[config.mk]
export PLATFORM = sky130hd
export DESIGN_NAME = muon_buf_reader_flat
export DESIGN_NICKNAME = d
export VERILOG_FILES = /design/src/rtl/muon_buf_reader_if.sv /design/src/rtl/muon_buf_reader.sv /design/src/flat_wrapper.sv
export SDC_FILE = /design/constraint.sdc
export NUM_CORES = 1
export LEC_CHECK = 0
export BUFFER_PORTS_ARGS = -buffer_cell sky130_fd_sc_hd__buf_4
export CORE_AREA = 4 4 161 201
export DETAILED_ROUTE_END_ITERATION = 10
export DIE_AREA = 0 0 165 205
export PLACE_DENSITY = 0.69
export SLEW_MARGIN = 10
export SYNTH_ARGS = -nofsm -noshare
export SYNTH_HDL_FRONTEND = slang
export SYNTH_SLANG_ARGS = --single-unit
[constraint.sdc]
create_clock -name AXI_CLK -period 5.6 [get_ports AXI_CLK]
set_clock_uncertainty 0.1 [all_clocks]
set_input_delay 0.84 -clock AXI_CLK [delete_from_list [all_inputs] [get_ports AXI_CLK]]
set_output_delay 0.84 -clock AXI_CLK [all_outputs]
set_load 0.03 [all_outputs]
[src/rtl/muon_buf_reader_if.sv]
// Signal bundle between the muon buffer read engine and its surroundings:
// writer status flags, memory port B and the outgoing AXI-Stream.
interface muon_buf_reader_if #(
  parameter int NBUF          = 4,
  parameter int BUF_NUM_WIDTH = 2,
  parameter int ADDR_WIDTH    = 14,
  parameter int WC_WIDTH      = 10
);
  logic                     ENABLE;
  logic [NBUF-1:0]          MUON_BUF_FULL;
  logic [BUF_NUM_WIDTH-1:0] MUON_BUF_RNUM;
  logic [WC_WIDTH-1:0]      MUON_BUF_WC;
  logic                     MEM_EN;
  logic [ADDR_WIDTH-1:0]    MEM_ADDR;
  logic [31:0]              MEM_DATA0;
  logic [31:0]              MEM_DATA1;
  logic [31:0]              M_TDATA;
  logic                     M_TVALID;
  logic                     M_TREADY;
  logic                     M_TLAST;
  logic                     BUF_RELEASE;
  logic [BUF_NUM_WIDTH-1:0] BUF_RELEASE_NUM;
  logic                     BUSY;
  logic [15:0]              BUFS_SENT;

  // Reader side: drives memory reads, the stream and the release request.
  modport master (
    input  ENABLE, MUON_BUF_FULL, MUON_BUF_RNUM, MUON_BUF_WC,
    input  MEM_DATA0, MEM_DATA1, M_TREADY,
    output MEM_EN, MEM_ADDR, M_TDATA, M_TVALID, M_TLAST,
    output BUF_RELEASE, BUF_RELEASE_NUM, BUSY, BUFS_SENT
  );

  // Environment side: writer flags, memory data and the stream sink.
  modport slave (
    output ENABLE, MUON_BUF_FULL, MUON_BUF_RNUM, MUON_BUF_WC,
    output MEM_DATA0, MEM_DATA1, M_TREADY,
    input  MEM_EN, MEM_ADDR, M_TDATA, M_TVALID, M_TLAST,
    input  BUF_RELEASE, BUF_RELEASE_NUM, BUSY, BUFS_SENT
  );
endinterface

[src/rtl/muon_buf_reader.sv]
// Muon buffer read engine: when the buffer at the writer's read pointer is
// full, reads it pair by pair from memory port B through a small prefetch
// FIFO, streams it as 32-bit AXI-Stream words (bank 0 then bank 1 of each
// pair) and then requests release of the buffer.
module muon_buf_reader #(
  parameter int NBUF          = 4,
  parameter int BUF_NUM_WIDTH = 2,
  parameter int ADDR_WIDTH    = 14,
  parameter int MEM_BUF_SHIFT = 12,
  parameter int WC_WIDTH      = 10,
  parameter int RD_LATENCY    = 2,
  parameter int FIFO_DEPTH    = 4
) (
  input logic AXI_CLK,
  input logic RESETN,
  muon_buf_reader_if.master bus
);
  localparam int IDX_W    = MEM_BUF_SHIFT - 2;
  localparam int NP_W     = IDX_W + 1;
  localparam int PAIR_MAX = 1 << IDX_W;
  localparam int CMP_W    = (WC_WIDTH > NP_W) ? WC_WIDTH : NP_W;
  localparam int FA_W     = $clog2(FIFO_DEPTH);
  localparam int CNT_W    = FA_W + 1;
  localparam int OCC_W    = FA_W + 2;

  typedef enum logic [2:0] {
    ST_IDLE     = 3'd0,
    ST_LATCH    = 3'd1,
    ST_STREAM   = 3'd2,
    ST_RELEASE  = 3'd3,
    ST_WAIT_ACK = 3'd4
  } state_t;

  // A buffer never holds more pairs than its address range allows.
  function automatic logic [NP_W-1:0] clamp_pairs(input logic [WC_WIDTH-1:0] wc);
    logic [CMP_W-1:0] wide;
    wide = CMP_W'(wc);
    if (wide > CMP_W'(PAIR_MAX)) clamp_pairs = NP_W'(PAIR_MAX);
    else                         clamp_pairs = NP_W'(wide);
  endfunction

  state_t                   state_r;
  logic [BUF_NUM_WIDTH-1:0] bufnum_r;
  logic [NP_W-1:0]          npairs_r;
  logic [NP_W-1:0]          rd_cnt_r;
  logic [NP_W-1:0]          out_cnt_r;
  logic                     half_r;
  logic                     mem_en_r;
  logic [ADDR_WIDTH-1:0]    mem_addr_r;
  logic [RD_LATENCY-1:0]    vld_r;
  logic [63:0]              fifo_mem [FIFO_DEPTH];
  logic [FA_W-1:0]          wr_ptr_r;
  logic [FA_W-1:0]          rd_ptr_r;
  logic [CNT_W-1:0]         fifo_cnt_r;
  logic [CNT_W-1:0]         outstanding_r;
  logic                     tvalid_r;
  logic                     tlast_r;
  logic [31:0]              tdata_r;
  logic                     release_r;
  logic [BUF_NUM_WIDTH-1:0] release_num_r;
  logic                     busy_r;
  logic [15:0]              bufs_sent_r;

  logic [NBUF-1:0]  full_s;
  logic [NP_W-1:0]  npairs_s;
  logic [OCC_W-1:0] occ_s;
  logic [63:0]      head_s;
  logic             issue_s;
  logic             push_s;
  logic             load_s;
  logic             pop_s;

  // Read issue, FIFO push/pop and output-stage load decisions.
  always_comb begin
    full_s   = bus.MUON_BUF_FULL;
    npairs_s = clamp_pairs(bus.MUON_BUF_WC);
    occ_s    = OCC_W'(fifo_cnt_r) + OCC_W'(outstanding_r);
    head_s   = fifo_mem[rd_ptr_r];
    issue_s  = 1'b0;
    load_s   = 1'b0;
    push_s   = vld_r[RD_LATENCY-1];
    if (state_r == ST_STREAM) begin
      // Reads in flight already own a FIFO slot, so the FIFO can never overflow.
      issue_s = (rd_cnt_r < npairs_r) && (occ_s < OCC_W'(FIFO_DEPTH));
      load_s  = (!tvalid_r || bus.M_TREADY) && (fifo_cnt_r != CNT_W'(0));
    end else begin
      issue_s = 1'b0;
      load_s  = 1'b0;
    end
    pop_s = load_s && half_r;
  end

  // Memory read issue, read-latency tracking and FIFO bookkeeping.
  always_ff @(posedge AXI_CLK) begin
    if (!RESETN) begin
      mem_en_r      <= 1'b0;
      mem_addr_r    <= {ADDR_WIDTH{1'b0}};
      vld_r         <= {RD_LATENCY{1'b0}};
      rd_cnt_r      <= {NP_W{1'b0}};
      wr_ptr_r      <= {FA_W{1'b0}};
      rd_ptr_r      <= {FA_W{1'b0}};
      fifo_cnt_r    <= {CNT_W{1'b0}};
      outstanding_r <= {CNT_W{1'b0}};
    end else begin
      mem_en_r <= issue_s;
      if (issue_s) begin
        mem_addr_r <= ADDR_WIDTH'({bufnum_r, rd_cnt_r[IDX_W-1:0], 2'b00});
        rd_cnt_r   <= rd_cnt_r + NP_W'(1);
      end else if (state_r == ST_LATCH) begin
        rd_cnt_r <= {NP_W{1'b0}};
      end
      vld_r[0] <= mem_en_r;
      for (int k = 1; k < RD_LATENCY; k++) vld_r[k] <= vld_r[k-1];
      if (push_s) wr_ptr_r <= wr_ptr_r + FA_W'(1);
      if (pop_s)  rd_ptr_r <= rd_ptr_r + FA_W'(1);
      fifo_cnt_r    <= fifo_cnt_r + CNT_W'(push_s) - CNT_W'(pop_s);
      outstanding_r <= outstanding_r + CNT_W'(issue_s) - CNT_W'(push_s);
    end
  end

  // Prefetch FIFO storage; occupancy is governed by the pointers above.
  always_ff @(posedge AXI_CLK) begin
    if (push_s) fifo_mem[wr_ptr_r] <= {bus.MEM_DATA1, bus.MEM_DATA0};
  end

  // Buffer-level FSM with the registered stream and release outputs.
  always_ff @(posedge AXI_CLK) begin
    if (!RESETN) begin
      state_r       <= ST_IDLE;
      bufnum_r      <= {BUF_NUM_WIDTH{1'b0}};
      npairs_r      <= {NP_W{1'b0}};
      out_cnt_r     <= {NP_W{1'b0}};
      half_r        <= 1'b0;
      tvalid_r      <= 1'b0;
      tlast_r       <= 1'b0;
      tdata_r       <= 32'd0;
      release_r     <= 1'b0;
      release_num_r <= {BUF_NUM_WIDTH{1'b0}};
      busy_r        <= 1'b0;
      bufs_sent_r   <= 16'd0;
    end else begin
      case (state_r)
        ST_IDLE: begin
          release_r <= 1'b0;
          if (bus.ENABLE && full_s[bus.MUON_BUF_RNUM]) begin
            state_r <= ST_LATCH;
            busy_r  <= 1'b1;
          end
        end
        ST_LATCH: begin
          bufnum_r  <= bus.MUON_BUF_RNUM;
          npairs_r  <= npairs_s;
          out_cnt_r <= {NP_W{1'b0}};
          half_r    <= 1'b0;
          if (npairs_s == NP_W'(0)) begin
            state_r       <= ST_RELEASE;
            release_r     <= 1'b1;
            release_num_r <= bus.MUON_BUF_RNUM;
            bufs_sent_r   <= bufs_sent_r + 16'd1;
          end else begin
            state_r <= ST_STREAM;
          end
        end
        ST_STREAM: begin
          if (load_s) begin
            tvalid_r <= 1'b1;
            tdata_r  <= half_r ? head_s[63:32] : head_s[31:0];
            tlast_r  <= half_r && (out_cnt_r == npairs_r - NP_W'(1));
            half_r   <= ~half_r;
            if (half_r) out_cnt_r <= out_cnt_r + NP_W'(1);
          end else if (tvalid_r && bus.M_TREADY) begin
            tvalid_r <= 1'b0;
            tlast_r  <= 1'b0;
            if (tlast_r) begin
              state_r       <= ST_RELEASE;
              release_r     <= 1'b1;
              release_num_r <= bufnum_r;
              bufs_sent_r   <= bufs_sent_r + 16'd1;
            end
          end
        end
        ST_RELEASE: begin
          release_r <= 1'b0;
          state_r   <= ST_WAIT_ACK;
        end
        ST_WAIT_ACK: begin
          // Leave only once the writer has seen the release, or this buffer would be resent.
          if (!full_s[bufnum_r] || (bus.MUON_BUF_RNUM != bufnum_r)) begin
            state_r <= ST_IDLE;
            busy_r  <= 1'b0;
          end
        end
        default: begin
          state_r   <= ST_IDLE;
          busy_r    <= 1'b0;
          release_r <= 1'b0;
          tvalid_r  <= 1'b0;
          tlast_r   <= 1'b0;
        end
      endcase
    end
  end

  assign bus.MEM_EN          = mem_en_r;
  assign bus.MEM_ADDR        = mem_addr_r;
  assign bus.M_TDATA         = tdata_r;
  assign bus.M_TVALID        = tvalid_r;
  assign bus.M_TLAST         = tlast_r;
  assign bus.BUF_RELEASE     = release_r;
  assign bus.BUF_RELEASE_NUM = release_num_r;
  assign bus.BUSY            = busy_r;
  assign bus.BUFS_SENT       = bufs_sent_r;
endmodule
[src/flat_wrapper.sv]
// flat-port wrapper written by rule: the top's interface ports become plain ports
module muon_buf_reader_flat 
#(
  parameter int NBUF          = 4,
  parameter int BUF_NUM_WIDTH = 2,
  parameter int ADDR_WIDTH    = 14,
  parameter int MEM_BUF_SHIFT = 12,
  parameter int WC_WIDTH      = 10,
  parameter int RD_LATENCY    = 2,
  parameter int FIFO_DEPTH    = 4
)
  (AXI_CLK, RESETN, bus_ENABLE, bus_MUON_BUF_FULL, bus_MUON_BUF_RNUM, bus_MUON_BUF_WC, bus_MEM_DATA0, bus_MEM_DATA1, bus_M_TREADY, bus_MEM_EN, bus_MEM_ADDR, bus_M_TDATA, bus_M_TVALID, bus_M_TLAST, bus_BUF_RELEASE, bus_BUF_RELEASE_NUM, bus_BUSY, bus_BUFS_SENT);
  muon_buf_reader_if #(.NBUF(NBUF), .BUF_NUM_WIDTH(BUF_NUM_WIDTH), .ADDR_WIDTH(ADDR_WIDTH), .WC_WIDTH(WC_WIDTH)) bus_i ();
  input logic AXI_CLK;
  input logic RESETN;
  input wire logic [$bits(bus_i.ENABLE)-1:0] bus_ENABLE;
  input wire logic [$bits(bus_i.MUON_BUF_FULL)-1:0] bus_MUON_BUF_FULL;
  input wire logic [$bits(bus_i.MUON_BUF_RNUM)-1:0] bus_MUON_BUF_RNUM;
  input wire logic [$bits(bus_i.MUON_BUF_WC)-1:0] bus_MUON_BUF_WC;
  input wire logic [$bits(bus_i.MEM_DATA0)-1:0] bus_MEM_DATA0;
  input wire logic [$bits(bus_i.MEM_DATA1)-1:0] bus_MEM_DATA1;
  input wire logic [$bits(bus_i.M_TREADY)-1:0] bus_M_TREADY;
  output wire logic [$bits(bus_i.MEM_EN)-1:0] bus_MEM_EN;
  output wire logic [$bits(bus_i.MEM_ADDR)-1:0] bus_MEM_ADDR;
  output wire logic [$bits(bus_i.M_TDATA)-1:0] bus_M_TDATA;
  output wire logic [$bits(bus_i.M_TVALID)-1:0] bus_M_TVALID;
  output wire logic [$bits(bus_i.M_TLAST)-1:0] bus_M_TLAST;
  output wire logic [$bits(bus_i.BUF_RELEASE)-1:0] bus_BUF_RELEASE;
  output wire logic [$bits(bus_i.BUF_RELEASE_NUM)-1:0] bus_BUF_RELEASE_NUM;
  output wire logic [$bits(bus_i.BUSY)-1:0] bus_BUSY;
  output wire logic [$bits(bus_i.BUFS_SENT)-1:0] bus_BUFS_SENT;
  assign bus_i.ENABLE = bus_ENABLE;
  assign bus_i.MUON_BUF_FULL = bus_MUON_BUF_FULL;
  assign bus_i.MUON_BUF_RNUM = bus_MUON_BUF_RNUM;
  assign bus_i.MUON_BUF_WC = bus_MUON_BUF_WC;
  assign bus_i.MEM_DATA0 = bus_MEM_DATA0;
  assign bus_i.MEM_DATA1 = bus_MEM_DATA1;
  assign bus_i.M_TREADY = bus_M_TREADY;
  assign bus_MEM_EN = bus_i.MEM_EN;
  assign bus_MEM_ADDR = bus_i.MEM_ADDR;
  assign bus_M_TDATA = bus_i.M_TDATA;
  assign bus_M_TVALID = bus_i.M_TVALID;
  assign bus_M_TLAST = bus_i.M_TLAST;
  assign bus_BUF_RELEASE = bus_i.BUF_RELEASE;
  assign bus_BUF_RELEASE_NUM = bus_i.BUF_RELEASE_NUM;
  assign bus_BUSY = bus_i.BUSY;
  assign bus_BUFS_SENT = bus_i.BUFS_SENT;
  muon_buf_reader #(.NBUF(NBUF), .BUF_NUM_WIDTH(BUF_NUM_WIDTH), .ADDR_WIDTH(ADDR_WIDTH), .MEM_BUF_SHIFT(MEM_BUF_SHIFT), .WC_WIDTH(WC_WIDTH), .RD_LATENCY(RD_LATENCY), .FIFO_DEPTH(FIFO_DEPTH)) u_core (.AXI_CLK(AXI_CLK), .RESETN(RESETN), .bus(bus_i));
endmodule
# == Word level (Yosys, flattened, before mapping) ==
# Memory sizes are Yosys's and may differ from the RTL's. A register that Yosys moved wholly into a read port is not among the register bits.
# Cells that the tools add are included.
# word_totals
regBits,118
output_inout_bits,69
mem_count,1
ramBits,256
# mem_list
name,depth,word_bits,read_ports,rd_ports_with_merged_regs,wr,line,text
u_core.fifo_mem,4,64,1,1,1,muon_buf_reader.sv:51,logic [63:0] fifo_mem [FIFO_DEPTH];
# op_classes
n_eq_ne,15
mux,49
n_reduce_logical,25
magnitude_cmp,5
bitwise,4
n_addsub,11
# op_table
op,count
$mux W16,4
$mux W11,5
$mux W32,1
$pmux W16 S2,1
$add A11 B1 Y11 const B,2
$pmux W11 S2,1
$mux W1,17
$add A16 B1 Y16 const B,1
$mux W3,5
$pmux W3 S5,1
$reduce_and A5 Y1,3
$mux W2,6
$eq A11 B11 Y1,1
$gt A10 B11 Y1 const B,1
$logic_not A11 Y1,1
$lt A11 B11 Y1,1
$sub A11 B1 Y11 const B,1
$ne A2 B1 Y1 const B,5
$add A3 B1 Y3,2
$eq A3 B2 Y1 const B,2
$logic_and A1 B1 Y1,6
$lt A2 B3 Y1 const B,2
$ne A2 B2 Y1 const B,3
$pmux W1 S2,3
other kinds (21),34

# == Logic depth before layout (Yosys ltp) ==
# logic_depth
ltp_word,7
ltp_mapped,12
depth_no_buf,11

# == Worst setup path after synthesis ==
# OpenSTA, ideal clock, no wires.
# synth_timing
kind,input to register
startpoint,input port bus_MUON_BUF_WC[4]
endpoint,register u_core.bufs_sent_r[3] (netlist: u_core.bus.BUFS_SENT[3])
setup_ns,0.128
path_slack_ns,2.935
arrival_ns,2.437
path_buffers,1
t_required_ns,5.372
cell_stages,7
path_cell_list,or4_1 -> nor4_2 -> a22o_1 -> buf_2 -> nand3_1 -> xor2_1 -> nor2_1
# synth_via
elab_chain_cells,5
# synth_lines
element,line,text
"start, declared",flat_wrapper.sv:19,input wire logic [$bits(bus_i.MUON_BUF_WC)-1:0] bus_MUON_BUF_WC;
$gt A10 B11 Y1,muon_buf_reader.sv:38,if (wide > CMP_W'(PAIR_MAX)) clamp_pairs = NP_W'(PAIR_MAX);
$mux W11 *,muon_buf_reader.sv:38,
$logic_not A11 Y1 *,muon_buf_reader.sv:155,if (npairs_s == NP_W'(0)) begin
$ne A2 B2 Y1 (no source line) *,--,
$reduce_and A5 Y1 (no source line) *,--,
"end signal, assigned",muon_buf_reader.sv:159,bufs_sent_r <= bufs_sent_r + 16'd1;
"end signal, assigned",muon_buf_reader.sv:178,bufs_sent_r <= bufs_sent_r + 16'd1;
"end, declared",muon_buf_reader.sv:62,logic [15:0] bufs_sent_r;
# Mark *: on every way between the ends. The rest lies on a longest branch, timed or not.
# A chain may end at the register's enable or synchronous reset.

# == Worst setup path in the final report ==
# layout_timing
startpoint,register u_core.state_r[1]
endpoint,register u_core.out_cnt_r[8]
# layout_via
elab_chain_cells,4
# layout_lines
element,line,text
"start, declared",muon_buf_reader.sv:42,state_t state_r;
"start signal, assigned",muon_buf_reader.sv:129,state_r <= ST_IDLE;
"start signal, assigned",muon_buf_reader.sv:146,state_r <= ST_LATCH;
"start signal, assigned",muon_buf_reader.sv:156,state_r <= ST_RELEASE;
$eq A3 B2 Y1,"muon_buf_reader.sv:82, muon_buf_reader.sv:142",
$mux W1,muon_buf_reader.sv:82,if (state_r == ST_STREAM) begin
$ne A2 B1 Y1 (no source line),--,
$reduce_and A3 Y1 (no source line),--,
"end signal, assigned",muon_buf_reader.sv:132,out_cnt_r <= {NP_W{1'b0}};
"end signal, assigned",muon_buf_reader.sv:153,out_cnt_r <= {NP_W{1'b0}};
"end signal, assigned",muon_buf_reader.sv:170,if (half_r) out_cnt_r <= out_cnt_r + NP_W'(1);
"end, declared",muon_buf_reader.sv:46,logic [NP_W-1:0] out_cnt_r;
# Several ways; a longest one is shown, not always the timed one.

==> impl_metrics.json <==
{
  "reg2regPathDepth": 7,
  "placed_area_um2": 16530,
  "fin_area_um2": 17780,
  "synth_area_leader_cell": "edfxtp_1",
  "synth_cells": 1011,
  "crit_required_ns": 5.92,
  "root_buffer": "clkbuf_16",
  "critPathMaxFanout": 70,
  "fmax_mhz": 313.5,
  "slew_violations": 0,
  "instances_no_fill": 1588,
  "grt_setup_unrepaired": "false",
  "period_share": 0.5695,
  "wl_met1_mm": 12.25,
  "synth_top_family_by_area": "multiplexers",
  "ioPinCount": 153,
  "fin_crit_ns": 3.189,
  "layout-drive-gt1-share": 0.2536,
  "clkSlewWorstSetupHoldPaths_ns": 0.06,
  "grt_usage": 0.1840,
  "rr_startpoint": "u_core.state_r[1]",
  "dp.cells": 1516,
  "synth_top_area_share": 0.5111,
  "wl_met2_mm": 15.96,
  "synth_edf_count": 256,
  "pwr-share-clk": 0.441,
  "core_area_um2": 30290,
  "first_global_vias": 8935,
  "die_w_um": 165,
  "status": "finished, final reports clean",
  "cts-hold-fix-buffers": 0,
  "cts_tree": "yes",
  "synth_mux_area_frac": 0.1286,
  "cts_setup_buffers": 0,
  "slew_headroom": 0.3135,
  "setup_violations": 0,
  "cts_buffers": 39,
  "overflow": 0,
  "fp.dieH_um": 205,
  "drt-total-wl_mm": 30.56,
  "drt_iter0_markers": 576,
  "p_sw_w": 0.001135,
  "drc": 0,
  "nets": 1265,
  "p_leak_nw": 6.036,
  "start_util": 0.4965,
  "clock_latency_ns": 0.53,
  "pwr-share-seq": 0.530,
  "synthSimpleGateAreaFrac": 0.08686,
  "worstHoldPathCells": 1,
  "ys_ff_latch": 375,
  "wl_per_cell_um": 19.24,
  "ys_top_cells_by_count": "edfxtp_1 (256), dfxtp_1 (119), nor2_1 (97)",
  "yosysWarnings": 0,
  "wl_met3_mm": 1.696,
  "yosysUniqueCellTypes": 54,
  "internal_power_w": 0.004468,
  "min_path_type": "flop to flop",
  "swShare": 0.2025,
  "finalSetupTns_ns": 0,
  "fillers": 2374,
  "async_reset_ff_frac": 0,
  "gp_congestion": 0.8524,
  "hpwl_mm": 18.50,
  "syn_avg_cell_area_um2": 14.88,
  "r2r_slack_ns": 2.41,
  "ir_drop_mv": 0.2355,
  "via_per_inst": 5.449,
  "vias": 8653,
  "hold_viol": 0,
  "syn2layout_area_growth_pct": 18.24,
  "cts.path.max_buffers": 3,
  "top_layer_used": "met4",
  "num_rows": 71,
  "worst_r2r_endpoint": "u_core.out_cnt_r[8]",
  "synthFlopType": "edfxtp_1",
  "ant_nets": 0,
  "n_antenna_cell": 0,
  "min-delay-start": "u_core.vld_r[0]",
  "worst_pin_slew_ns": 1.030,
  "grt_pass1_wl_mm": 48.44,
  "whs_endpoint": "u_core.vld_r[1]",
  "cts_sinks": 375,
  "worst_setup_path_end_kind": "flop",
  "share_comb_of_total_power": 0.029,
  "synth_area_um2": 15040,
  "synth_fa_ha_area_frac": 0.02180,
  "grt_max_degree": 71,
  "synth_most_common_cell": "edfxtp_1",
  "worstSetupStartpointType": "flop",
  "port_buffers": 150,
  "critPathKind": "flop to flop",
  "arrival_ns": 3.51,
  "synth.area.top_cells": "edfxtp_1 (51%), dfxtp_1 (16%), mux4_2 (9.7%)",
  "synth-xor-area-share": 0.02446,
  "cts_resized": 0,
  "seq_area_frac_synth": 0.6696,
  "antenna_found_initial": 0,
  "cts_max_level": 2,
  "cap_viol_max_count": 0,
  "die-area_um2": 33830,
  "first_pass_iters": 4,
  "power_density_nw_per_um2": 315.1,
  "synth_compound_area_frac": 0.04667
}
## cell families after synthesis
logic type / count (synthesis)
other: 1
flip-flops: 375
multiplexers: 112
AND/OR/NAND/NOR: 267
buffers and inverters: 81
XOR/XNOR: 42
AO/OA/AOI/OAI: 108
adder cells (fa/ha/maj): 25
## per-stage QoR
stage / hold slack (ns) / util / power (W) / setup WS (ns)
final: 0.3464 / 0.5870 / 0.005603 / 2.411
after global routing: 0.3573 / 0.5870 / 0.005811 / 2.163
after CTS: 0.3467 / 0.5870 / 0.005665 / 2.372
after detailed placement: 0.3232 / 0.5458 / 0.003193 / 2.389
after global placement: 0.3364 / 0.5458 / 0.003188 / 2.435
after floorplan: 0.3119 / - / 0.003105 / 2.935
## metal layers
metal  vias to the layer above  track usage
met2                       181       0.3168
li1                       4122            -
met4                         0      0.05587
met3                        52      0.04427
met1                      4298       0.2299
met5                         -            0
## cells in the final DEF (no fill, tap or decap), drive strengths merged, types with 3 or more instances in the layout
cell type | Yosys | final
and3 | 10 | 10
a31oi | 6 | 6
and2 | 16 | 16
clkinv | 0 | 11
clkinvlp | 0 | 3
nand2b | 6 | 6
o21ai | 24 | 24
xnor2 | 24 | 24
nor3b | 7 | 7
a211oi | 33 | 33
nor2b | 3 | 3
mux2i | 47 | 47
inv | 27 | 28
nand3 | 20 | 20
nor4 | 7 | 7
nand3b | 4 | 4
a21oi | 27 | 27
o22ai | 3 | 3
xor2 | 18 | 18
nand2 | 57 | 57
buf | 20 | 157
or3 | 3 | 3
ha | 23 | 23
nor3 | 14 | 14
edfxtp | 256 | 256
mux4 | 65 | 65
nand4 | 14 | 14
dfxtp | 119 | 119
nor4b | 3 | 3
clkbuf | 34 | 57
nor2 | 97 | 97
## registers in the layout, summed over array words and instances (netlist names), named ones only
name / count
u_core.bufnum_r: 2
u_core.bus.BUFS_SENT: 16
u_core.bus.BUF_RELEASE: 1
u_core.bus.BUF_RELEASE_NUM: 2
u_core.bus.BUSY: 1
u_core.bus.MEM_ADDR: 12
u_core.bus.MEM_EN: 1
u_core.bus.M_TDATA: 32
u_core.bus.M_TLAST: 1
u_core.bus.M_TVALID: 1
u_core.fifo_cnt_r: 3
u_core.fifo_mem: 256
u_core.half_r: 1
u_core.npairs_r: 10
u_core.out_cnt_r: 11
u_core.outstanding_r: 3
u_core.rd_cnt_r: 11
u_core.rd_ptr_r: 2
u_core.state_r: 3
u_core.vld_r: 2
u_core.wr_ptr_r: 2
## area by class of cell
class	count	area [um2]	area share
Inverter	27	102.6	0.005770
Clock inverter	15	97.59	0.005488
Multi-Input combinational cell	556	4661	0.2621
Clock buffer	57	1150	0.06466
Timing Repair Buffer	157	1191	0.06699
Tap cell	401	501.7	0.02822
Sequential cell	375	10080	0.5668
## worst max-delay path: stages (launching register included)
cell and delay, ns:
dfxtp_1 0.55, or3b_1 0.53, nor3_4 0.21, buf_4 0.69, o22ai_2 0.34, nor3_2 0.33
a31oi_1 0.12, a41o_1 0.21
## worst max-delay path by stage
stage / from / end / cells after the start
finish: u_core.state_r[1] / u_core.out_cnt_r[8] / 7
global route: u_core.state_r[1] / u_core.out_cnt_r[8] / 7
floorplan: bus_MUON_BUF_WC[4] / u_core.bus.BUFS_SENT[3] / 7
detailed placement: u_core.state_r[1] / u_core.out_cnt_r[8] / 7
global placement: bus_MUON_BUF_WC[4] / u_core.bus.BUFS_SENT[5] / 7
CTS: u_core.state_r[1] / u_core.out_cnt_r[8] / 7
## power groups by stage
stage	clock network [W]	logic (W)	registers, W
floorplan	0	0.0000747	0.00303
global placement	0	0.000157	0.00303
detailed placement	0	0.000162	0.00303
CTS	0.00253	0.000163	0.00297
global route	0.00266	0.000179	0.00297
finish	0.00247	0.000161	0.00297
No activity file was read; power rests on OpenSTA's default activity.
